### src/rtl/key_cmd_pkg.sv
// Shared definitions for the keyboard command decoder: scan codes, the
// per-player keymap and the enums used by the decoder and its repeat units.
package key_cmd_pkg;

  localparam logic [7:0] SC_W     = 8'h1D;
  localparam logic [7:0] SC_A     = 8'h1C;
  localparam logic [7:0] SC_S     = 8'h1B;
  localparam logic [7:0] SC_D     = 8'h23;
  localparam logic [7:0] SC_UP    = 8'h75;
  localparam logic [7:0] SC_LEFT  = 8'h6B;
  localparam logic [7:0] SC_DOWN  = 8'h72;
  localparam logic [7:0] SC_RIGHT = 8'h74;
  localparam logic [7:0] SC_I     = 8'h43;
  localparam logic [7:0] SC_J     = 8'h3B;
  localparam logic [7:0] SC_K     = 8'h42;
  localparam logic [7:0] SC_L     = 8'h4B;
  localparam logic [7:0] SC_KP8   = 8'h75;
  localparam logic [7:0] SC_KP4   = 8'h6B;
  localparam logic [7:0] SC_KP5   = 8'h73;
  localparam logic [7:0] SC_KP6   = 8'h74;
  localparam logic [7:0] SC_M     = 8'h3A;
  localparam logic [7:0] SC_P     = 8'h4D;
  localparam logic [7:0] SC_SPACE = 8'h29;
  localparam logic [7:0] SC_R     = 8'h2D;

  typedef struct packed {
    logic       e0;
    logic [7:0] code;
  } key_t;

  typedef enum logic [1:0] {ROT = 2'd0, LEFT = 2'd1, DOWN = 2'd2, RIGHT = 2'd3} dir_e;

  typedef enum logic [1:0] {IDLE = 2'd0, DELAY = 2'd1, RATE = 2'd2} rpt_state_e;

  // Indexed [player][dir_e]; the extended flag must match exactly.
  localparam key_t KEYMAP [4][4] = '{
    '{key_t'{1'b0, SC_W},   key_t'{1'b0, SC_A},    key_t'{1'b0, SC_S},    key_t'{1'b0, SC_D}},
    '{key_t'{1'b1, SC_UP},  key_t'{1'b1, SC_LEFT}, key_t'{1'b1, SC_DOWN}, key_t'{1'b1, SC_RIGHT}},
    '{key_t'{1'b0, SC_I},   key_t'{1'b0, SC_J},    key_t'{1'b0, SC_K},    key_t'{1'b0, SC_L}},
    '{key_t'{1'b0, SC_KP8}, key_t'{1'b0, SC_KP4},  key_t'{1'b0, SC_KP5},  key_t'{1'b0, SC_KP6}}
  };

endpackage

### src/rtl/key_cmd_decoder_if.sv
// Bundle between the keyboard front end and the command decoder outputs.
interface key_cmd_decoder_if #(parameter int NUM_PLAYERS = 2);

  // key_event is a level word with no back-pressure: a new event is seen when
  // valid rises or when the word changes while valid stays high.
  logic [10:0]              key_event;
  logic [NUM_PLAYERS-1:0]   rot;
  logic [NUM_PLAYERS-1:0]   left;
  logic [NUM_PLAYERS-1:0]   right;
  logic [NUM_PLAYERS-1:0]   down;
  logic                     music;
  logic                     run;
  logic                     started;
  logic                     soft_rstn;
  logic [6*NUM_PLAYERS-1:0] rep_state;

  modport master (output key_event,
                  input  rot, left, right, down, music, run, started, soft_rstn, rep_state);

  modport slave  (input  key_event,
                  output rot, left, right, down, music, run, started, soft_rstn, rep_state);

endinterface

### src/rtl/key_repeat_unit.sv
// Hold-to-repeat generator for one key: pulse on press, again after DELAY
// ticks, then every RATE ticks until release or cancel.
module key_repeat_unit #(
  parameter int DELAY = 250,
  parameter int RATE  = 50
) (
  input  logic       clk,
  input  logic       rstn,
  input  logic       press,
  input  logic       release_key,
  input  logic       cancel,
  input  logic       tick,
  output logic       pulse,
  output logic [1:0] state
);

  localparam int LIMIT_MAX = (DELAY > RATE) ? DELAY : RATE;
  localparam int CW        = $clog2(LIMIT_MAX + 1);

  key_cmd_pkg::rpt_state_e st_q, st_d;
  logic [CW-1:0] cnt_q, cnt_d, cnt_inc, limit;
  logic          pulse_d;

  assign cnt_inc = (&cnt_q) ? cnt_q : cnt_q + 1'b1;
  assign limit   = (st_q == key_cmd_pkg::DELAY) ? CW'(DELAY) : CW'(RATE);
  assign state   = st_q;

  // Press outranks release/cancel, which outrank a tick in the same cycle.
  always_comb begin
    st_d    = st_q;
    cnt_d   = cnt_q;
    pulse_d = 1'b0;
    if (press) begin
      pulse_d = 1'b1;
      cnt_d   = '0;
      st_d    = key_cmd_pkg::DELAY;
    end else if (release_key || cancel) begin
      cnt_d = '0;
      st_d  = key_cmd_pkg::IDLE;
    end else if (tick && st_q != key_cmd_pkg::IDLE) begin
      if (cnt_inc == limit) begin
        pulse_d = 1'b1;
        cnt_d   = '0;
        st_d    = key_cmd_pkg::RATE;
      end else begin
        cnt_d = cnt_inc;
      end
    end
  end

  always_ff @(posedge clk or negedge rstn) begin
    if (!rstn) begin
      st_q  <= key_cmd_pkg::IDLE;
      cnt_q <= '0;
      pulse <= 1'b0;
    end else begin
      st_q  <= st_d;
      cnt_q <= cnt_d;
      pulse <= pulse_d;
    end
  end

endmodule

### src/rtl/key_cmd_decoder.sv
// Decodes keyboard events into per-player game command pulses with
// hold-to-repeat, plus the global music/run/start/soft-reset controls.
module key_cmd_decoder
  import key_cmd_pkg::*;
#(
  parameter int NUM_PLAYERS     = 2,
  parameter int CLK_HZ          = 100_000_000,
  parameter int REPEAT_DELAY_MS = 250,
  parameter int REPEAT_RATE_MS  = 50
) (
  input  logic clk,
  input  logic rstn,
  key_cmd_decoder_if.slave bus
);

  localparam int TICK_CYCLES = CLK_HZ / 1000;
  localparam int PW          = (TICK_CYCLES > 1) ? $clog2(TICK_CYCLES) : 1;

  logic [PW-1:0] presc;
  logic          tick;
  logic          prev_valid;
  logic [9:0]    prev_word;
  logic          accept;
  logic          sys_make;
  logic [NUM_PLAYERS-1:0][3:0] make_hit;
  logic [NUM_PLAYERS-1:0][3:1] brk_hit;
  logic [NUM_PLAYERS-1:0][3:1] rpt_pulse;
  logic [NUM_PLAYERS-1:0]      rot_q;
  logic music_q, run_q, started_q, soft_rstn_q;

  assign tick = (presc == PW'(TICK_CYCLES - 1));

  always_ff @(posedge clk or negedge rstn) begin
    if (!rstn)     presc <= '0;
    else if (tick) presc <= '0;
    else           presc <= presc + 1'b1;
  end

  // Keyboard typematic re-sends repeat the same word, so they are dropped here.
  assign accept   = bus.key_event[10] && (!prev_valid || bus.key_event[9:0] != prev_word);
  assign sys_make = accept && !bus.key_event[9] && !bus.key_event[8];

  always_ff @(posedge clk or negedge rstn) begin
    if (!rstn) begin
      prev_valid <= 1'b0;
      prev_word  <= '0;
    end else begin
      prev_valid <= bus.key_event[10];
      prev_word  <= bus.key_event[9:0];
    end
  end

  always_comb begin
    make_hit = '0;
    brk_hit  = '0;
    for (int p = 0; p < NUM_PLAYERS; p++) begin
      for (int d = 0; d < 4; d++)
        if (accept && !bus.key_event[8] &&
            {bus.key_event[9], bus.key_event[7:0]} == KEYMAP[p][d])
          make_hit[p][d] = 1'b1;
      for (int d = 1; d < 4; d++)
        if (accept && bus.key_event[8] &&
            {bus.key_event[9], bus.key_event[7:0]} == KEYMAP[p][d])
          brk_hit[p][d] = 1'b1;
    end
  end

  for (genvar p = 0; p < NUM_PLAYERS; p++) begin : g_player
    for (genvar d = 1; d < 4; d++) begin : g_dir
      logic cancel;
      if (d == int'(LEFT)) begin : g_l
        assign cancel = make_hit[p][RIGHT];
      end else if (d == int'(RIGHT)) begin : g_r
        assign cancel = make_hit[p][LEFT];
      end else begin : g_n
        assign cancel = 1'b0;
      end

      key_repeat_unit #(
        .DELAY (REPEAT_DELAY_MS),
        .RATE  (REPEAT_RATE_MS)
      ) u_rpt (
        .clk         (clk),
        .rstn        (rstn),
        .press       (make_hit[p][d]),
        .release_key (brk_hit[p][d]),
        .cancel      (cancel),
        .tick        (tick),
        .pulse       (rpt_pulse[p][d]),
        .state       (bus.rep_state[(p*3 + d - 1)*2 +: 2])
      );
    end

    assign bus.left[p]  = rpt_pulse[p][LEFT];
    assign bus.down[p]  = rpt_pulse[p][DOWN];
    assign bus.right[p] = rpt_pulse[p][RIGHT];
  end

  always_ff @(posedge clk or negedge rstn) begin
    if (!rstn) begin
      rot_q       <= '0;
      music_q     <= 1'b0;
      run_q       <= 1'b0;
      started_q   <= 1'b0;
      soft_rstn_q <= 1'b1;
    end else begin
      for (int p = 0; p < NUM_PLAYERS; p++) rot_q[p] <= make_hit[p][ROT];
      soft_rstn_q <= 1'b1;
      if (sys_make) begin
        case (bus.key_event[7:0])
          SC_M:     music_q <= ~music_q;
          SC_P:     run_q   <= 1'b0;
          SC_SPACE: begin
            run_q     <= 1'b1;
            started_q <= 1'b1;
          end
          SC_R:     begin
            run_q       <= 1'b0;
            started_q   <= 1'b0;
            soft_rstn_q <= 1'b0;
          end
          default:  ;
        endcase
      end
    end
  end

  assign bus.rot       = rot_q;
  assign bus.music     = music_q;
  assign bus.run       = run_q;
  assign bus.started   = started_q;
  assign bus.soft_rstn = soft_rstn_q;

endmodule

### src/flat_wrapper.sv
// flat-port wrapper written by rule: the top's interface ports become plain ports
module key_cmd_decoder_flat import key_cmd_pkg::*;
#(
  parameter int NUM_PLAYERS     = 2,
  parameter int CLK_HZ          = 100_000_000,
  parameter int REPEAT_DELAY_MS = 250,
  parameter int REPEAT_RATE_MS  = 50
)
  (clk, rstn, bus_key_event, bus_rot, bus_left, bus_right, bus_down, bus_music, bus_run, bus_started, bus_soft_rstn, bus_rep_state);
  key_cmd_decoder_if #(.NUM_PLAYERS(NUM_PLAYERS)) bus_i ();
  input  logic clk;
  input  logic rstn;
  input wire logic [$bits(bus_i.key_event)-1:0] bus_key_event;
  output wire logic [$bits(bus_i.rot)-1:0] bus_rot;
  output wire logic [$bits(bus_i.left)-1:0] bus_left;
  output wire logic [$bits(bus_i.right)-1:0] bus_right;
  output wire logic [$bits(bus_i.down)-1:0] bus_down;
  output wire logic [$bits(bus_i.music)-1:0] bus_music;
  output wire logic [$bits(bus_i.run)-1:0] bus_run;
  output wire logic [$bits(bus_i.started)-1:0] bus_started;
  output wire logic [$bits(bus_i.soft_rstn)-1:0] bus_soft_rstn;
  output wire logic [$bits(bus_i.rep_state)-1:0] bus_rep_state;
  assign bus_i.key_event = bus_key_event;
  assign bus_rot = bus_i.rot;
  assign bus_left = bus_i.left;
  assign bus_right = bus_i.right;
  assign bus_down = bus_i.down;
  assign bus_music = bus_i.music;
  assign bus_run = bus_i.run;
  assign bus_started = bus_i.started;
  assign bus_soft_rstn = bus_i.soft_rstn;
  assign bus_rep_state = bus_i.rep_state;
  key_cmd_decoder #(.NUM_PLAYERS(NUM_PLAYERS), .CLK_HZ(CLK_HZ), .REPEAT_DELAY_MS(REPEAT_DELAY_MS), .REPEAT_RATE_MS(REPEAT_RATE_MS)) u_core (.clk(clk), .rstn(rstn), .bus(bus_i));
endmodule
### config.mk
export PLATFORM = sky130hd
export DESIGN_NAME = key_cmd_decoder_flat
export DESIGN_NICKNAME = d
export VERILOG_FILES = /design/src/rtl/key_cmd_pkg.sv /design/src/rtl/key_cmd_decoder_if.sv /design/src/rtl/key_repeat_unit.sv /design/src/rtl/key_cmd_decoder.sv /design/src/flat_wrapper.sv
export SDC_FILE = /design/constraint.sdc
export NUM_CORES = 1
export LEC_CHECK = 0
export BUFFER_PORTS_ARGS = -buffer_cell sky130_fd_sc_hd__buf_2
export CORE_MARGIN = 2
export CORE_UTILIZATION = 64
export CTS_BUF_LIST = sky130_fd_sc_hd__clkbuf_8
export CTS_CLUSTER_SIZE = 16
export DETAILED_ROUTE_END_ITERATION = 7
export PLACE_DENSITY = 0.88
export SLEW_MARGIN = 20
export SYNTH_ARGS = -nofsm -noshare
export SYNTH_HDL_FRONTEND = slang
export SYNTH_SLANG_ARGS = --single-unit
### constraint.sdc
create_clock -name clk -period 3.2 [get_ports clk]
set_input_delay 0.16 -clock clk [delete_from_list [all_inputs] [get_ports clk]]
set_output_delay 0.16 -clock clk [all_outputs]
set_load 0.01 [all_outputs]
==> summary.md <==
| Metric | Value |
|---|---|
| Status | `finished clean` |
| Worst setup EP type | `register` |
| Peak supply drop | `about 0.28 mV` |
| Sequential element share of the synthesized area | `0.399` |
| Detail Route Antenna Nets | `0` |
| Die area | `10,600 um2` |
| Root buf cell | `clkbuf_8` |
| Worst slew pin tran | `about 0.74 ns` |
| Fmax | `about 360 MHz` |
| FF-to-FF Start | `u_core.g_player[1].g_dir[1].u_rpt.cnt_q[0]` |
| Dpl cell area | `about 6500 um2` |
| Placed cells | `836` |
| Worst R2R End | `u_core.g_player[1].g_dir[1].u_rpt.cnt_q[1]` |
| Minimum clock period | `around 2.8 ns` |
| Main synth FF type | `dfrtp_1` |
| Vias per inst | `between 6 and 7` |
| CTS tree | `done` |
| Port buffer count | `36` |
| Crit share post-route | `0.863` |
| Vert. Die Dim | `~100 um` |
| Setup CP Type | `reg -> reg` |
| Worst Path Required | `about 3.4 ns` |
| EDFF count, synth | `0` |
| Multi-input gate area | `roughly 3500 um2` |
| I/O pin cnt | `37` |
| DRT iter0 DRCs | `389` |
| Post-synth net total | `approximately 730` |
| Clock Pin Slew Worst Setup and Hold Paths | `around 0.090 ns` |
| Antenna diode count | `0` |
| Fin area | `about 6700 um2` |
| Crit-path max cell delay | `0.46 ns` |
| Utilization after layout | `0.698` |
| Synthesis-to-layout area growth | `7.30%` |
| Critical path launch point type | `register` |
| PostCTS Resize Cnt | `0` |
| Synth Instances | `700` |
| First-pass GRT wire length | `~24,000 um` |
| DRC | `0` |
| TritonCTS Sinks | `100` |
| Worst reg2reg path depth | `7` |
| Initial antenna violation count | `0` |
| Routability cong. | `~0.96` |
| # nets final | `747` |
| Slew Limit Headroom | `0.505` |
| Die width | `between 100 and 150 um` |
| Sequential cell area | `between 2000 and 3000 um2` |
| FILL cells | `between 700 and 800` |
| Lkg Pwr | `~0.0029 uW` |
| Vias | `about 5,600` |
| Cell family contributing the most delay on the critical path | `simple AND/OR/NAND/NOR gates` |
| Drt wl/cell | `16.9 um` |
| Worst reg-to-reg setup slack | `0.44 ns` |
| Max-Cap Viols | `0` |
| Register bit count reported by yosys | `100` |
| Final Skew | `roughly 0.0073 ns` |
| Mapped Avg Cell Area | `about 9 um2` |
| Critical Path Source | `u_core.g_player[1].g_dir[1].u_rpt.cnt_q[0]` |
| Initial Util | `0.651` |
| Crit path max fanout | `7` |
| Power per standard cell area | `around 370 nW/um2` |
| Synth cell types | `83` |
| Critical path arrival | `approximately 3.0 ns` |
| Layout cells sized above 1 | `0.118` |
| Gr usage total | `0.287` |
| Number of hold buffers added after cts | `6` |
| Grt total ovfl | `0` |
| RSZ-0062 raised after global routing | `false` |
| Slew Viols, Final | `0` |
| Crit-path cells | `ha_1 -> nand2_1 -> nor2_1 -> mux2_2 -> or4_4 -> a21oi_1 -> o22ai_1` |
| Worst setup endpoint | `u_core.g_player[1].g_dir[1].u_rpt.cnt_q[1]` |
| Critical path depth | `7` |
| Critical-path top delay cell | `a21oi_1` |
| Synth async-reset ratio | `1.00` |
| Sum of net half-perimeters after detailed placement | `between 10,000 and 15,000 um` |
| Finish-stage setup viols | `0` |
| Post-CTS setup buffer count | `0` |
| Cell row count | `36` |
| Worst path bufs/invs | `0` |
| Setup TNS | `0 ns` |
| Max clock buf depth | `2` |
| Hold Crit Class | `in -> reg` |
| TritonRoute pass-1 iters | `8` |
| Core ar. | `9640 um2` |
| Largest net degree at the start of global routing | `84` |
| CTS Buf Count | `9` |
| Mapped cell area | `approximately 6300 um2` |
| Clk_lat worst skew | `~0.38 ns` |
| Yosys warns | `0` |
| Final count of hold timing violations | `0` |
| # H-tree levels | `3` |
| Finished Layout Cells | `859` |
| Vias in the first global route | `5,060` |
| Drt total wl | `~15,000 um` |
==> through the flow <==
stage | total power (uW) | hold WS [ns] | setup WS, ns
floorplan | 1590 | -0.136 | 0.846
global placement | 1670 | 0.317 | 0.602
detailed placement | 1690 | 0.315 | 0.489
CTS | 2510 | 0.0000664 | 0.465
global route | 2620 | 0.00165 | 0.270
finish | 2510 | 0.00737 | 0.440
==> worst min-delay path by stage <==
stage	start	endpoint	slack, ns	depth (start not counted)
2_1_floorplan	rstn	u_core.bus.music	-0.14	0
3_3_place_gp	bus_key_event[10]	u_core.prev_valid	0.32	1
3_5_place_dp	bus_key_event[10]	u_core.prev_valid	0.31	1
4_1_cts	rstn	u_core.g_player[0].g_dir[1].u_rpt.cnt_q[7]	0.00007	1
5_1_grt	bus_key_event[4]	u_core.prev_word[4]	0.002	1
6_report	bus_key_event[4]	u_core.prev_word[4]	0.007	1
==> cells in the final DEF, fill, tap and decap left out, drive strengths merged, types with 7 or more instances in the layout <==
master and n:
a211oi 8, nor2b 8, buf 39, xnor2 25
a21oi 33, nor3 23, clkbuf 10, nor4 7
o41ai 7, and2 8, nand3 55, inv 14
xor2 8, mux2i 11, and3 13, nor2 70
dlygate4sd3 7, o22ai 8, and4 8, or3 17
nand2 66, o21ai 36, nand4 21, o21a 7
ha 13, dfrtp 99
==> registers in the layout, summed over array words and instances (netlist names) <==
name                               flops
u_core.bus.started                     1
u_core.g_player.g_dir.u_rpt.cnt_q     48
u_core.presc                          17
u_core.bus.music                       1
u_core.bus.run                         1
u_core.bus.soft_rstn                   1
u_core.g_player.g_dir.u_rpt.pulse      6
u_core.bus.rot                         2
u_core.prev_valid                      1
u_core.g_player.g_dir.u_rpt.state     12
u_core.prev_word                      10
==> worst reg2reg max path: stages (launching register included) <==
cell     delay [ns]
dfrtp_1        0.45
ha_1           0.29
nand2_1        0.24
nor2_1         0.25
mux2_2         0.36
or4_4          0.44
a21oi_1        0.46
o22ai_1        0.13
==> metal layers <==
| layer | wire, um | track usage | vias to the layer above | part of all wire |
|---|---|---|---|---|
| met4 | 293 | 0.115 | 0 | 0.020 |
| met5 | 0 | 0 | - | 0 |
| met3 | 857 | 0.0373 | 30 | 0.059 |
| met2 | 6950 | 0.465 | 220 | 0.48 |
| met1 | 6410 | 0.395 | 2685 | 0.44 |
| li1 | - | - | 2639 | - |
==> synth_stat cells, types with 3 or more instances <==
master / number / area [um2]
nor2_2: 3 / 18.8
nand4_1: 20 / 125
buf_2: 12 / 60.1
o21a_1: 7 / 52.6
and2_1: 8 / 50.1
and3_1: 13 / 81.3
o211ai_1: 6 / 45.0
nand2b_1: 6 / 37.5
a211oi_1: 7 / 52.6
mux2_2: 3 / 33.8
o21ai_1: 9 / 45.0
ha_1: 13 / 163
nor3b_1: 4 / 30.0
o311ai_0: 3 / 26.3
dfrtp_1: 99 / 2480
xnor2_1: 25 / 219
mux2i_1: 11 / 110
a21oi_1: 31 / 155
nor2b_1: 8 / 50.1
o21ai_0: 27 / 135
a22o_1: 6 / 52.6
nand2_1: 65 / 244
nor4_1: 4 / 25.0
o221ai_1: 4 / 35.0
clkbuf_1: 15 / 56.3
or4_4: 3 / 33.8
buf_4: 6 / 45.0
o2bb2ai_1: 4 / 35.0
nand4b_1: 4 / 35.0
a31oi_1: 5 / 31.3
or3_1: 17 / 106
inv_1: 14 / 52.6
nor3_1: 22 / 110
o41ai_1: 7 / 61.3
o22ai_1: 8 / 50.1
and4_1: 6 / 52.6
and3b_1: 3 / 26.3
xor2_1: 8 / 70.1
nand3_1: 55 / 275
nor2_1: 66 / 248
a21o_1: 6 / 45.0
==> cell type report <==
type / count / area share
flip-flops and latches: 100 / 0.372
clock inverters: 6 / 0.00948
repair buffers: 46 / 0.0414
multi-input cells: 550 / 0.524
clock buffers: 10 / 0.0204
well taps: 133 / 0.0247
inverters: 14 / 0.00781
==> where the power goes <==
group          switching, uW  internal (uW)  leakage (uW)
logic                    195            129       0.00159
registers               52.1           1300       0.00119
clock network            449            381     0.0000983
==> logic make-up after synthesis <==
logic type                 share of synthesized area
and+or+nand+nor                                0.287
AOI/OAI and AO/OA                              0.179
DFF                                            0.399
buffers and inverters                         0.0385
xor gates and xnor gates                      0.0461
muxes                                         0.0229
adders and majority gates                     0.0275
Note: power is estimated with default switching activity, not from simulation.
